**config.mk**
```make
export PLATFORM = sky130hd
export DESIGN_NAME = pc_sequencer
export DESIGN_NICKNAME = d
export VERILOG_FILES = /design/src/rtl/pc_seq_pkg.sv /design/src/rtl/pc_sequencer_ret_stack.sv /design/src/rtl/pc_sequencer.sv
export SDC_FILE = /design/constraint.sdc
export NUM_CORES = 1
export LEC_CHECK = 0
export ABC_CLOCK_PERIOD_IN_PS = 2600
export BUFFER_PORTS_ARGS = -buffer_cell sky130_fd_sc_hd__buf_2
export CAP_MARGIN = 10
export CELL_PAD_IN_SITES_DETAIL_PLACEMENT = 0
export CELL_PAD_IN_SITES_GLOBAL_PLACEMENT = 1
export CORE_MARGIN = 1
export CORE_UTILIZATION = 19
export CTS_CLUSTER_SIZE = 16
export DETAILED_ROUTE_END_ITERATION = 16
export PLACE_DENSITY = 0.77
export SYNTH_ARGS = -nofsm -noshare
export SYNTH_HDL_FRONTEND = slang
export SYNTH_SLANG_ARGS = --single-unit
```
**constraint.sdc**
```tcl
create_clock -name clk -period 2.6 [get_ports clk]
set_input_delay 0.26 -clock clk [delete_from_list [all_inputs] [get_ports clk]]
set_output_delay 0.26 -clock clk [all_outputs]
set_load 0.02 [all_outputs]
```
**src/rtl/pc_seq_pkg.sv**
```systemverilog
// Shared types and default sizes for the program-counter sequencer.
package pc_seq_pkg;

  typedef enum logic [1:0] {
    IDLE = 2'd0,
    RUN  = 2'd1,
    HALT = 2'd2
  } state_t;

  localparam int unsigned DDefault     = 10;
  localparam int unsigned DepthDefault = 4;

endpackage

```
**src/rtl/pc_sequencer_ret_stack.sv**
```systemverilog
// Return-address stack for pc_sequencer (built only when PC_SEQ_RAS_EN is defined).
// Push is dropped when full, pop ignored when empty; clear empties the stack.
module ret_stack
  import pc_seq_pkg::*;
#(
  parameter int unsigned D     = DDefault,
  parameter int unsigned DEPTH = DepthDefault
) (
  input  logic         clk,
  input  logic         reset,
  input  logic         push,
  input  logic         pop,
  input  logic         clear,
  input  logic [D-1:0] din,
  output logic [D-1:0] top,
  output logic         full,
  output logic         empty
);

  localparam int unsigned AW = $clog2(DEPTH);
  localparam int unsigned CW = $clog2(DEPTH + 1);

  logic [D-1:0]  mem_q [DEPTH];
  logic [CW-1:0] count_q;
  logic [CW-1:0] top_cnt;
  logic [AW-1:0] wr_idx;
  logic [AW-1:0] rd_idx;

  assign full    = (count_q == CW'(DEPTH));
  assign empty   = (count_q == '0);
  assign top_cnt = count_q - CW'(1);
  assign rd_idx  = top_cnt[AW-1:0];
  assign wr_idx  = count_q[AW-1:0];
  assign top     = empty ? '0 : mem_q[rd_idx];

  // Storage needs no reset: entries above count_q are never read.
  always_ff @(posedge clk) begin
    if (reset || clear) begin
      count_q <= '0;
    end else if (push && !full) begin
      mem_q[wr_idx] <= din;
      count_q       <= count_q + CW'(1);
    end else if (pop && !empty) begin
      count_q <= count_q - CW'(1);
    end
  end

endmodule

```
**src/rtl/pc_sequencer.sv**
```systemverilog
// Program sequencer steering an external PC via jumpEn/target.
// Define PC_SEQ_RAS_EN to build the return-address stack and ras_err tracking.
module pc_sequencer
  import pc_seq_pkg::*;
#(
  parameter int unsigned D     = DDefault,
  parameter int unsigned DEPTH = DepthDefault
) (
  input  logic         clk,
  input  logic         reset,
  input  logic         start,
  input  logic         halt_req,
  input  logic         stall_req,
  input  logic         br_en,
  input  logic         br_cond,
  input  logic [D-1:0] br_target,
  input  logic         call_en,
  input  logic         ret_en,
  input  logic [D-1:0] pc_in,
  output logic         jumpEn,
  output logic [D-1:0] target,
  output logic         running,
  output logic         done,
  output logic         ras_err
);

  state_t state_q, state_d;
  logic   running_q, done_q;

`ifdef PC_SEQ_RAS_EN
  logic         push, pop, err_set;
  logic         ras_full, ras_empty;
  logic         ras_err_q;
  logic [D-1:0] ras_top, push_data;

  assign push_data = pc_in + D'(1);

  ret_stack #(
    .D    (D),
    .DEPTH(DEPTH)
  ) u_ret_stack (
    .clk  (clk),
    .reset(reset),
    .push (push),
    .pop  (pop),
    .clear(start),
    .din  (push_data),
    .top  (ras_top),
    .full (ras_full),
    .empty(ras_empty)
  );

  always_ff @(posedge clk) begin
    if (reset || start) begin
      ras_err_q <= 1'b0;
    end else if (err_set) begin
      ras_err_q <= 1'b1;
    end
  end

  assign ras_err = ras_err_q;
`else
  logic unused_ret;
  localparam int unsigned unused_depth = DEPTH;
  assign unused_ret = ret_en;
  assign ras_err    = 1'b0;
`endif

  always_ff @(posedge clk) begin
    if (reset) begin
      state_q   <= IDLE;
      running_q <= 1'b0;
      done_q    <= 1'b0;
    end else begin
      state_q   <= state_d;
      running_q <= (state_d == RUN);
      done_q    <= (state_d == HALT);
    end
  end

  always_comb begin
    state_d = state_q;
    case (state_q)
      IDLE:    if (start) state_d = RUN;
      RUN:     if (!start && halt_req && !stall_req) state_d = HALT;
      HALT:    if (start) state_d = RUN;
      default: state_d = IDLE;
    endcase
  end

  // Holding is expressed as an explicit jump to pc_in.
  always_comb begin
    jumpEn = 1'b1;
    target = pc_in;
`ifdef PC_SEQ_RAS_EN
    push    = 1'b0;
    pop     = 1'b0;
    err_set = 1'b0;
`endif
    if (state_q == RUN && !stall_req && !halt_req) begin
`ifdef PC_SEQ_RAS_EN
      if (ret_en) begin
        if (ras_empty) begin
          jumpEn  = 1'b0;
          err_set = 1'b1;
        end else begin
          target = ras_top;
          pop    = 1'b1;
        end
      end else if (call_en) begin
        target = br_target;
        if (ras_full) err_set = 1'b1;
        else          push    = 1'b1;
      end
`else
      if (call_en) begin
        target = br_target;
      end
`endif
      else if (br_en && br_cond) begin
        target = br_target;
      end else begin
        jumpEn = 1'b0;
      end
    end
  end

  assign running = running_q;
  assign done    = done_q;

endmodule

```
==> out/results.md <==
### Clock network
• 4 — count of clock tree sinks
• 3 — number of buffers created by CTS
• built — clock tree from TritonCTS
• 1 — deepest level of the CTS H-tree
• 0 — post-CTS setup buffer count
• 0 — post-cts gate resize count
• 2 — maximum clock insertion buffer count
• 0.04 ns — clock transition at the registers of the reported paths
• 0 — hold-fix buffer count after cts
• clkbuf_4 — CTS Root Buffer Type
• 0.23 ns — Skew-Pair Late Insertion Delay

### Power and ir drop
• 0.128 mV — maximum vdd ir drop
• 151 uW — cell-internal power
• 31.6% — part of the power in registers
• 0.263 nW — standby leakage power
• 33.1% — portion of total power attributed to combinational logic
• 28.5% — switching part of the total
• 392 mW/mm2 — power density normalized to cell area
• 211 uW — overall power
• 35.3% — proportion of power drawn by the clock network
• 60.1 uW — switching pwr

### Floorplanning
• 20.2% — Starting Density
• 0.00151 mm2 — placeable core region
• 14 — Std-Cell Rows
• 42 um — x dimension of the die
• 0.00176 mm2 — Die Area
• 42 um — Die Span Y
• 43 — I/O pin count

### STA
• 0 — final count of negative-setup-slack endpoints
• 474 MHz — maximum operating frequency
• false — setup repair after global routing missed its margin
• 0 — Max Transition Viols Final
• 0.619 ns — actual slew at the worst max-slew pin
• 0 — number of hold-slack violations in the final timing report
• 0.00205 ns — clock tree skew after final layout
• 81.2% — share of the clock period used by the worst path
• 2.11 ns — Final min period
• 0.488 ns — final worst-path setup slack
• 58.4% — max-slew headroom at the worst pin
• 0 ns — final total negative setup slack

### Synth
• 57 — syn nets
• 26.3% — portion of the post-synthesis area used by sequential elements
• 4 — synthesized flop and latch total
• mux2_2 37%, dfxtp_1 26%, nor4_4 7.0% — biggest area contributors in the synthesized netlist
• 10.9 um2 — Synth Area per Inst
• 12 — count of different cell masters after synthesis
• mux2_2 — most area-hungry cell type in the Yosys netlist
• 0 — Synthesis Warnings
• 28 — number of standard cells after synthesis
• 304 um2 — summed instance area of the synthesized netlist
• 37.0% — share of Yosys cell area claimed by the top area cell type

### Setup path
• 10 — maximum fanout count along the critical path
• output port — CP endpoint kind
• flip-flop to output port — worst setup path category
• simple AND/OR/NAND/NOR gates — largest delay contributor family on the critical path
• 2.34 ns — critical path required time
• nor4_4 — master of the slowest instance on the critical path
• 1 — number of buffers and inverters on the critical path
• 1.85 ns — endpoint arrival time on the critical path
• nand2b_4 -> nor4_4 -> mux2_2 -> buf_2 — ordered list of cells on the worst path
• 1.69 ns — Register-to-Register Setup Slack
• 0.54 ns — worst stage delay on the critical path
• flip-flop — critical path startpoint category

### Drt
• 4.35 — Vias/cell
• 0 — Final ANT Viol Nets
• 8.57 um — detailed-route wire length per cell
• 4 — Starting DRT DRC Count
• 737 um — final routed wirelength across all metal layers
• 0 — DRC violation count after routing
• 2 — iteration count of the initial detailed-routing pass
• 374 — vias post-DR

### Status
• finished clean — status

### Run
• 0 — maximum capacitance violations

### Place
• 83 — Cell Count Post-Placement
• 678 um — detailed placer's ending HPWL
• 0.695 ns — setup slack at placement
• 517 um2 — Post-DP Area
• 40 — Port Buffers
• 0.687 — weighted congestion at the end of routability-driven global placement

### Cells and area
• 101 — number of nets in the layout
• 77.4% — area delta synth->final
• 0 — Inserted Diodes
• 86 — final standard cell count with taps included and fillers excluded
• 539 um2 — fin area
• 80.0% — fraction of final layout cells with drive strength greater than 1

### GRT
• 0 — aggregate global routing overflow
• 1.22 mm — global-route wire length before repair
• 11 — maximum number of pins on one net before global-route repair
• 358 — vias in the first global route
• 8.90% — All-Layer GR Usage
• 0 — antenna violations before repair

### Hold path
• input pin to flip-flop — type of the most critical hold path

[layout by cell type (no fill, tap or decap), types with 2 or more instances in the layout]
master,instances
a21oi_1,2
mux2_2,10
nand2b_1,2
nor3_1,2
buf_2,40
clkbuf_4,3
a211oi_1,2
dfxtp_1,4
[layer usage]
metal	track usage [%]	vias to the layer above	routed length (um)
met5	0	-	0
met2	18.1	32	390
met1	7.73	154	229
met3	1.29	0	117
li1	-	188	-
met4	5.81	0	0
[metrics by stage]
| stage | hold WS, ns | util (%) |
|---|---|---|
| 2_1_floorplan | 0.337 | - |
| 3_3_place_gp | 0.463 | 34.3 |
| 3_5_place_dp | 0.467 | 34.3 |
| 4_1_cts | 0.220 | 35.8 |
| 5_1_grt | 0.239 | 35.8 |
| 6_report | 0.228 | 35.8 |
[power groups by stage]
stage	clock network [mW]	registers [mW]	logic, mW
final	0.0745	0.0668	0.0699
after global routing	0.0808	0.0674	0.0755
after CTS	0.0787	0.0669	0.0709
after detailed placement	0	0.0678	0.0707
after global placement	0	0.0677	0.0700
after floorplan	0	0.0693	0.0371
[worst register-to-register path: stages (launching register included)]
cell and delay [ns]:
dfxtp_1 0.42, nand2b_4 0.09, o21a_1 0.20, nor3_1 0.12
[synthesized netlist by cell type]
cell	n
a211oi_1	2
a21oi_1	2
buf_4	1
conb_1	1
dfxtp_1	4
mux2_2	10
nand2b_1	2
nand2b_4	1
nor3_1	2
nor4_4	1
o21a_1	1
or4b_2	1
[state kept, by name, summed over array words and instances (netlist names)]
signal   cells
done         1
running      1
state_q      2
[area by class of cell]
cell class                      instances  area [um2]
Clock buffer                            3        22.5
Fill cell                             165         967
Multi-Input combinational cell         23         216
Sequential cell                         4        80.1
Tap cell                               16        20.0
Timing Repair Buffer                   40         200
[logic make-up after synthesis]
kind of cell	share of synthesized area [%]
other	1.23
and+or+nand+nor	22.2
muxes	37.0
buffers and inverters	2.47
AOI/OAI and AO/OA	10.7
DFF	26.3
[worst paths after layout]
| check | startpoint | to | cells after the start |
|---|---|---|---|
| worst max-delay path | state_q[0] | target[3] | 4 |
| worst min-delay path | start | state_q[1] | 2 |
| worst max register to register | state_q[0] | done | 3 |
| worst min register to register | state_q[1] | running | 1 |
(Power assumes the default switching activity.)
